**src/rtl/mem_stage_ctrl_pkg.sv**
```systemverilog
// Shared definitions for the RNBIP memory-stage controller: op codes, FSM states, SP reset value.
package mem_stage_ctrl_pkg;

  localparam logic [2:0] OpNop   = 3'd0;
  localparam logic [2:0] OpLoad  = 3'd1;
  localparam logic [2:0] OpStore = 3'd2;
  localparam logic [2:0] OpPush  = 3'd3;
  localparam logic [2:0] OpPop   = 3'd4;
  localparam logic [2:0] OpCall  = 3'd5;
  localparam logic [2:0] OpRet   = 3'd6;

  localparam logic [7:0] SpResetDefault = 8'hFF;

  typedef enum logic [0:0] {
    StIdle  = 1'b0,
    StPopRd = 1'b1
  } state_e;

endpackage

```
**src/rtl/mem_stage_ctrl_if.sv**
```systemverilog
// Bundle between EX/MEM, the memory-stage controller, the data memory and the WB stage.
interface mem_stage_ctrl_if #(
  parameter int unsigned DATA_W = 8,
  parameter int unsigned ADDR_W = 8
) ();
  logic              in_valid;
  logic              in_ready;
  logic [2:0]        in_op;
  logic [ADDR_W-1:0] in_r0;
  logic [DATA_W-1:0] in_rn;
  logic [ADDR_W-1:0] in_npc;
  logic [ADDR_W-1:0] SP_out;
  logic [ADDR_W-1:0] R0_out;
  logic [DATA_W-1:0] RN_out;
  logic [ADDR_W-1:0] NPC_out;
  logic              S2;
  logic              S5;
  logic              RD;
  logic              WR;
  logic [DATA_W-1:0] mem_rdata;
  logic              wb_valid;
  logic [DATA_W-1:0] wb_data;
  logic              wb_is_pc;
  logic              sp_ovf;
  logic              sp_unf;

  modport master (
    input  in_valid, in_op, in_r0, in_rn, in_npc, mem_rdata,
    output in_ready, SP_out, R0_out, RN_out, NPC_out, S2, S5, RD, WR,
    output wb_valid, wb_data, wb_is_pc, sp_ovf, sp_unf
  );

  modport slave (
    output in_valid, in_op, in_r0, in_rn, in_npc, mem_rdata,
    input  in_ready, SP_out, R0_out, RN_out, NPC_out, S2, S5, RD, WR,
    input  wb_valid, wb_data, wb_is_pc, sp_ovf, sp_unf
  );
endinterface

```
**src/rtl/mem_sp_unit.sv**
```systemverilog
// Stack pointer with push/pop update and, under MEM_STACK_GUARD_EN, overflow/underflow guard
// with sticky flags. Without the macro SP wraps freely and the flags are tied low.
module mem_sp_unit #(
  parameter int unsigned       ADDR_W   = 8,
  parameter logic [ADDR_W-1:0] SP_RESET = '1
) (
  input  logic              clk,
  input  logic              rst_n,
  input  logic              push_i,
  input  logic              pop_i,
  output logic [ADDR_W-1:0] sp_o,
  output logic              push_ok_o,
  output logic              pop_ok_o,
  output logic              ovf_o,
  output logic              unf_o
);
  logic [ADDR_W-1:0] sp_q, sp_d;

`ifdef MEM_STACK_GUARD_EN
  logic ovf_q, ovf_d, unf_q, unf_d;

  assign push_ok_o = (sp_q != '0);
  assign pop_ok_o  = (sp_q != SP_RESET);

  always_comb begin
    ovf_d = ovf_q | (push_i & ~push_ok_o);
    unf_d = unf_q | (pop_i & ~pop_ok_o);
  end

  always_ff @(posedge clk or negedge rst_n) begin
    if (!rst_n) begin
      ovf_q <= 1'b0;
      unf_q <= 1'b0;
    end else begin
      ovf_q <= ovf_d;
      unf_q <= unf_d;
    end
  end

  assign ovf_o = ovf_q;
  assign unf_o = unf_q;
`else
  assign push_ok_o = 1'b1;
  assign pop_ok_o  = 1'b1;
  assign ovf_o     = 1'b0;
  assign unf_o     = 1'b0;
`endif

  // Stack grows downward: push decrements, pop increments.
  always_comb begin
    sp_d = sp_q;
    if (push_i && push_ok_o) begin
      sp_d = sp_q - ADDR_W'(1);
    end else if (pop_i && pop_ok_o) begin
      sp_d = sp_q + ADDR_W'(1);
    end
  end

  always_ff @(posedge clk or negedge rst_n) begin
    if (!rst_n) sp_q <= SP_RESET;
    else        sp_q <= sp_d;
  end

  assign sp_o = sp_q;
endmodule

```
**src/rtl/mem_stage_ctrl.sv**
```systemverilog
// RNBIP memory-stage initiator: decodes memory ops, drives data-memory controls, owns SP and
// registers the write-back result. Stack guard is compiled in with MEM_STACK_GUARD_EN.
module mem_stage_ctrl
  import mem_stage_ctrl_pkg::*;
#(
  parameter int unsigned       DATA_W   = 8,
  parameter int unsigned       ADDR_W   = 8,
  parameter logic [ADDR_W-1:0] SP_RESET = SpResetDefault
) (
  input logic              clk,
  input logic              rst_n,
  mem_stage_ctrl_if.master bus
);
  state_e            state_q, state_d;
  logic              is_ret_q, is_ret_d;
  logic              pop_unf_q, pop_unf_d;
  logic              wb_valid_q, wb_valid_d;
  logic [DATA_W-1:0] wb_data_q, wb_data_d;
  logic              wb_is_pc_q, wb_is_pc_d;

  logic              rd, wr, s2, s5, ready, push, pop, push_ok, pop_ok;
  logic [ADDR_W-1:0] sp;

  mem_sp_unit #(
    .ADDR_W  (ADDR_W),
    .SP_RESET(SP_RESET)
  ) u_sp (
    .clk      (clk),
    .rst_n    (rst_n),
    .push_i   (push),
    .pop_i    (pop),
    .sp_o     (sp),
    .push_ok_o(push_ok),
    .pop_ok_o (pop_ok),
    .ovf_o    (bus.sp_ovf),
    .unf_o    (bus.sp_unf)
  );

  always_comb begin
    state_d    = state_q;
    is_ret_d   = is_ret_q;
    pop_unf_d  = pop_unf_q;
    wb_valid_d = 1'b0;
    wb_data_d  = wb_data_q;
    wb_is_pc_d = wb_is_pc_q;
    rd         = 1'b0;
    wr         = 1'b0;
    s2         = 1'b0;
    s5         = 1'b1;
    ready      = 1'b0;
    push       = 1'b0;
    pop        = 1'b0;
    unique case (state_q)
      StIdle: begin
        ready = 1'b1;
        if (bus.in_valid) begin
          case (bus.in_op)
            OpLoad: begin
              rd         = 1'b1;
              wb_valid_d = 1'b1;
              wb_data_d  = bus.mem_rdata;
              wb_is_pc_d = 1'b0;
            end
            OpStore: wr = 1'b1;
            OpPush, OpCall: begin
              push = 1'b1;
              wr   = push_ok;
              s2   = 1'b1;
              s5   = (bus.in_op == OpPush);
            end
            // SP is incremented now so the read in StPopRd addresses the top-of-stack byte.
            OpPop, OpRet: begin
              pop       = 1'b1;
              pop_unf_d = ~pop_ok;
              is_ret_d  = (bus.in_op == OpRet);
              state_d   = StPopRd;
            end
            default: ;
          endcase
        end
      end
      StPopRd: begin
        rd         = ~pop_unf_q;
        s2         = 1'b1;
        wb_valid_d = 1'b1;
        wb_data_d  = pop_unf_q ? '0 : bus.mem_rdata;
        wb_is_pc_d = is_ret_q;
        state_d    = StIdle;
      end
      default: state_d = StIdle;
    endcase
  end

  always_ff @(posedge clk or negedge rst_n) begin
    if (!rst_n) begin
      state_q    <= StIdle;
      is_ret_q   <= 1'b0;
      pop_unf_q  <= 1'b0;
      wb_valid_q <= 1'b0;
      wb_data_q  <= '0;
      wb_is_pc_q <= 1'b0;
    end else begin
      state_q    <= state_d;
      is_ret_q   <= is_ret_d;
      pop_unf_q  <= pop_unf_d;
      wb_valid_q <= wb_valid_d;
      wb_data_q  <= wb_data_d;
      wb_is_pc_q <= wb_is_pc_d;
    end
  end

  assign bus.in_ready = ready;
  assign bus.RD       = rd;
  assign bus.WR       = wr;
  assign bus.S2       = s2;
  assign bus.S5       = s5;
  assign bus.SP_out   = sp;
  assign bus.R0_out   = bus.in_r0;
  assign bus.RN_out   = bus.in_rn;
  assign bus.NPC_out  = bus.in_npc;
  assign bus.wb_valid = wb_valid_q;
  assign bus.wb_data  = wb_data_q;
  assign bus.wb_is_pc = wb_is_pc_q;
endmodule

```
**src/flat_wrapper.sv**
```systemverilog
// flat-port wrapper written by rule: the top's interface ports become plain ports
module mem_stage_ctrl_flat import mem_stage_ctrl_pkg::*;
#(
  parameter int unsigned       DATA_W   = 8,
  parameter int unsigned       ADDR_W   = 8,
  parameter logic [ADDR_W-1:0] SP_RESET = SpResetDefault
)
  (clk, rst_n, bus_in_valid, bus_in_op, bus_in_r0, bus_in_rn, bus_in_npc, bus_mem_rdata, bus_in_ready, bus_SP_out, bus_R0_out, bus_RN_out, bus_NPC_out, bus_S2, bus_S5, bus_RD, bus_WR, bus_wb_valid, bus_wb_data, bus_wb_is_pc, bus_sp_ovf, bus_sp_unf);
  mem_stage_ctrl_if #(.DATA_W(DATA_W), .ADDR_W(ADDR_W)) bus_i ();
  input logic clk;
  input logic rst_n;
  input wire logic [$bits(bus_i.in_valid)-1:0] bus_in_valid;
  input wire logic [$bits(bus_i.in_op)-1:0] bus_in_op;
  input wire logic [$bits(bus_i.in_r0)-1:0] bus_in_r0;
  input wire logic [$bits(bus_i.in_rn)-1:0] bus_in_rn;
  input wire logic [$bits(bus_i.in_npc)-1:0] bus_in_npc;
  input wire logic [$bits(bus_i.mem_rdata)-1:0] bus_mem_rdata;
  output wire logic [$bits(bus_i.in_ready)-1:0] bus_in_ready;
  output wire logic [$bits(bus_i.SP_out)-1:0] bus_SP_out;
  output wire logic [$bits(bus_i.R0_out)-1:0] bus_R0_out;
  output wire logic [$bits(bus_i.RN_out)-1:0] bus_RN_out;
  output wire logic [$bits(bus_i.NPC_out)-1:0] bus_NPC_out;
  output wire logic [$bits(bus_i.S2)-1:0] bus_S2;
  output wire logic [$bits(bus_i.S5)-1:0] bus_S5;
  output wire logic [$bits(bus_i.RD)-1:0] bus_RD;
  output wire logic [$bits(bus_i.WR)-1:0] bus_WR;
  output wire logic [$bits(bus_i.wb_valid)-1:0] bus_wb_valid;
  output wire logic [$bits(bus_i.wb_data)-1:0] bus_wb_data;
  output wire logic [$bits(bus_i.wb_is_pc)-1:0] bus_wb_is_pc;
  output wire logic [$bits(bus_i.sp_ovf)-1:0] bus_sp_ovf;
  output wire logic [$bits(bus_i.sp_unf)-1:0] bus_sp_unf;
  assign bus_i.in_valid = bus_in_valid;
  assign bus_i.in_op = bus_in_op;
  assign bus_i.in_r0 = bus_in_r0;
  assign bus_i.in_rn = bus_in_rn;
  assign bus_i.in_npc = bus_in_npc;
  assign bus_i.mem_rdata = bus_mem_rdata;
  assign bus_in_ready = bus_i.in_ready;
  assign bus_SP_out = bus_i.SP_out;
  assign bus_R0_out = bus_i.R0_out;
  assign bus_RN_out = bus_i.RN_out;
  assign bus_NPC_out = bus_i.NPC_out;
  assign bus_S2 = bus_i.S2;
  assign bus_S5 = bus_i.S5;
  assign bus_RD = bus_i.RD;
  assign bus_WR = bus_i.WR;
  assign bus_wb_valid = bus_i.wb_valid;
  assign bus_wb_data = bus_i.wb_data;
  assign bus_wb_is_pc = bus_i.wb_is_pc;
  assign bus_sp_ovf = bus_i.sp_ovf;
  assign bus_sp_unf = bus_i.sp_unf;
  mem_stage_ctrl #(.DATA_W(DATA_W), .ADDR_W(ADDR_W), .SP_RESET(SP_RESET)) u_core (.clk(clk), .rst_n(rst_n), .bus(bus_i));
endmodule
```
**config.mk**
```make
export PLATFORM = sky130hd
export DESIGN_NAME = mem_stage_ctrl_flat
export DESIGN_NICKNAME = d
export VERILOG_FILES = /design/src/rtl/mem_stage_ctrl_pkg.sv /design/src/rtl/mem_stage_ctrl_if.sv /design/src/rtl/mem_sp_unit.sv /design/src/rtl/mem_stage_ctrl.sv /design/src/flat_wrapper.sv
export SDC_FILE = /design/constraint.sdc
export NUM_CORES = 1
export LEC_CHECK = 0
export CAP_MARGIN = 20
export CORE_MARGIN = 8
export CORE_UTILIZATION = 40
export DETAILED_ROUTE_END_ITERATION = 10
export DONT_BUFFER_PORTS = 1
export GPL_TIMING_DRIVEN = 0
export PLACE_DENSITY = 0.53
export SYNTH_ARGS = -nofsm -noshare
export SYNTH_HDL_FRONTEND = slang
export SYNTH_SLANG_ARGS = --single-unit
```
**constraint.sdc**
```tcl
create_clock -name clk -period 2.4 [get_ports clk]
set_input_delay 0.36 -clock clk [delete_from_list [all_inputs] [get_ports clk]]
set_output_delay 0.36 -clock clk [all_outputs]
set_load 0.02 [all_outputs]
```
==> results by group <==
Setup path
  • Crit path kind: reg2reg
  • Max incr delay on CP: 0.43 ns
  • Worst Setup Start Kind: flop
  • Slowest cell on crit path: dfrtp_1
  • Worst-path maximum fanout: 5
  • Top delay family on crit path: simple AND/OR/NAND/NOR gates
  • CP endpoint kind: flop
  • Critical path depth: 8
  • WP data required: 2.64 ns
  • Worst Path Buf+Inv: 0
  • Worst path cell trace: and3b_1, nand2_2, xnor2_1, ha_1, nor3_1, nand2b_1, o41ai_2, xor2_1
  • R2R Setup Slk: 0.31 ns
  • CP arrival: 2.33 ns
  • R2R depth: 8

STA
  • Clock skew: 0.002436 ns
  • Max Transition Viols Final: 0
  • Setup violators final: 0
  • Final Critical Period: 2.093 ns
  • Final hold viol count: 0
  • Peak Freq: 477.9 MHz
  • Worst-Margin Slew: 0.8757 ns
  • Final worst setup slack: 0.3075 ns
  • Relative slew slack: 0.4143
  • Final setup TNS: 0 ns
  • RSZ-0062 raised after global routing: false
  • Final period utilization: 0.8719

Global routing
  • Initial antenna violation count: 0
  • Global-route wire length before repair: 4567 microns
  • Grt ovf: 0
  • Largest net degree at the start of global routing: 21
  • Vias in the first global route: 880
  • GRT Overall Usage: 0.1109

Floorplan
  • Row count: 20
  • Die area: 0.005093 sq mm
  • Initial Util: 0.4118
  • Die Y: 71.37 microns
  • Die X: 71.37 microns
  • Core area: 0.002978 sq mm
  • I/O pin cnt: 87

Hold path
  • Hold Path Depth: 1
  • Min-Delay Path Class: in2reg

Cells and area
  • Layout Area Growth over Synthesis: 8.776%
  • Final core occ: 0.4479
  • Diode count: 0
  • Finished Layout Cells: 153
  • Layout cell share with drive strength beyond 1: 0.4833
  • Nets@finish: 160

Route
  • Final ANT Viol Nets: 0
  • Drt pass-1 iters: 4
  • First DRT Iteration DRCs: 55
  • DR vias/cell: 5.451
  • Post-route DRC: 0
  • Drt wl/cell: 18.39 microns
  • Vias: 834
  • Routed wire length: 2814 microns

Run status
  • Status: finished clean

Clock network
  • Clock Tree Root: clkbuf_4
  • H-tree depth: 1
  • CTS tree: yes
  • Clock Latency Late Sink: 0.30 ns
  • Clock sink total: 20
  • Register clock-pin slew on the reported worst setup and hold paths: 0.12 ns
  • CTS Buf Count: 3
  • Max Root-Sink Buffers: 2
  • Post-CTS resize count: 0

Logic synthesis
  • EDFF count, synth: 0
  • Synth cell types: 35
  • Post-synthesis register bit count: 20
  • Post-Synthesis Cells: 114
  • Top FF cell, synth: dfrtp_1
  • Seq/Total Area, Yosys: 0.4163
  • Mapped cell area: 0.001226 sq mm
  • Fraction of registers with async set/reset: 1.000
  • Ys Warns: 0
  • Avg Synthesized Cell Area: 10.76 sq um

Power and ir drop
  • Sw frac: 0.3974
  • PwrDens: 1040 mW/mm^2
  • Logic gate share of total power: 0.242
  • Switching Power: 0.5512 mW
  • Seq pwr share: 0.556
  • Peak VDD IR: 370.0 uV
  • Clock power frac: 0.201
  • Final Power: 1.387 mW
  • Leakage: 0.6228 nW
  • Int Pwr: 0.8357 mW

Placed design
  • DP Cell Count: 148
  • Place WS: 0.3768 ns
  • Buffers on Ports: 0
  • Final HPWL DP: 2265 microns
  • Placer Congestion: 0.7545

Run
  • Max_cap viols: 0
[cell usage after synthesis, drive strengths merged, types with 2 or more instances]
| master | n | area, sq um |
|---|---|---|
| dfstp | 8 | 210.2 |
| nand4 | 4 | 25.02 |
| dfrtp | 12 | 300.3 |
| mux2 | 10 | 112.6 |
| xor2 | 7 | 68.82 |
| xnor2 | 2 | 17.52 |
| nor2 | 3 | 11.26 |
| o21ai | 4 | 20.02 |
| nor3 | 2 | 10.01 |
| nand2 | 7 | 28.78 |
| a22o | 2 | 17.52 |
| and3 | 2 | 12.51 |
| or3 | 2 | 12.51 |
| inv | 4 | 15.01 |
| buf | 29 | 219.0 |
[path summary, 6_finish.rpt]
kind                                   from                    end
setup reg to reg             u_core.state_q    u_core.u_sp.sp_o[6]
max in group asynchronous             rst_n  u_core.bus.wb_data[0]
hold reg to reg             u_core.is_ret_q    u_core.bus.wb_is_pc
min in group asynchronous             rst_n         u_core.state_q
hold / removal             bus_mem_rdata[7]  u_core.bus.wb_data[7]
setup / recovery             u_core.state_q    u_core.u_sp.sp_o[6]
[layer usage]
layer | wire (microns) | track usage
met1 | 1007 | 0.1218
met2 | 1330 | 0.1714
met3 | 437 | 0.06555
met4 | 39 | 0.04157
met5 | 0 | 0
[cell type report]
cell class,count,area [sq um]
Buffer,29,219.0
Clock buffer,3,22.52
Clock inverter,1,30.03
Fill cell,287,1644
Inverter,4,15.01
Multi-Input combinational cell,62,485.5
Sequential cell,20,510.5
Tap cell,33,41.29
Timing Repair Buffer,1,10.01
[cells by family after synthesis]
logic type,share of synthesized area
buffers and inverters,0.1908
AND/OR/NAND/NOR,0.1327
flip-flops,0.4163
AO/OA/AOI/OAI,0.08470
multiplexers,0.09184
XOR/XNOR,0.07041
adder cells (fa/ha/maj),0.01020
other,0.003058
[power groups by stage]
| stage | combinational (mW) | sequential (mW) | clock (mW) |
|---|---|---|---|
| global route | 0.375 | 0.799 | 0.300 |
| CTS | 0.339 | 0.777 | 0.291 |
| floorplan | 0.294 | 0.736 | 0 |
| finish | 0.336 | 0.771 | 0.279 |
| global placement | 0.324 | 0.782 | 0 |
| detailed placement | 0.330 | 0.784 | 0 |
[through the flow]
step,area (sq um),hold slack [ns]
global route,1334,0.1764
floorplan,1230,0.06441
finish,1334,0.1919
detailed placement,1271,0.06567
global placement,1271,0.06606
CTS,1334,0.1814
[flip-flops by register name (all words and copies together) (netlist names)]
name and cells:
u_core.is_ret_q 1, u_core.bus.wb_data 8, u_core.state_q 1, u_core.bus.wb_valid 1, u_core.u_sp.sp_o 8, u_core.bus.wb_is_pc 1
[cell usage in the layout (no fill, tap or decap), types with 2 or more instances in the layout]
cell      netlist  layout
inv_1           4       4
xnor2_1         2       2
nand4_1         4       4
conb_1          1       2
buf_4          27      27
nor2_1          3       3
nand2_1         6       6
clkbuf_4        0       3
mux2_2         10      10
xor2_1          6       6
dfstp_2         8       8
nor3_1          2       2
dfrtp_1        12      12
or3_1           2       2
o21ai_0         4       4
and3_1          2       2
a22o_1          2       2
[what timing repair did]
action                     CTS  global route
buffers inserted             0             0
setup endpoints to repair    0             0
hold endpoints to repair    20             0
hold buffers                 1             0
(Power assumes the default switching activity.)
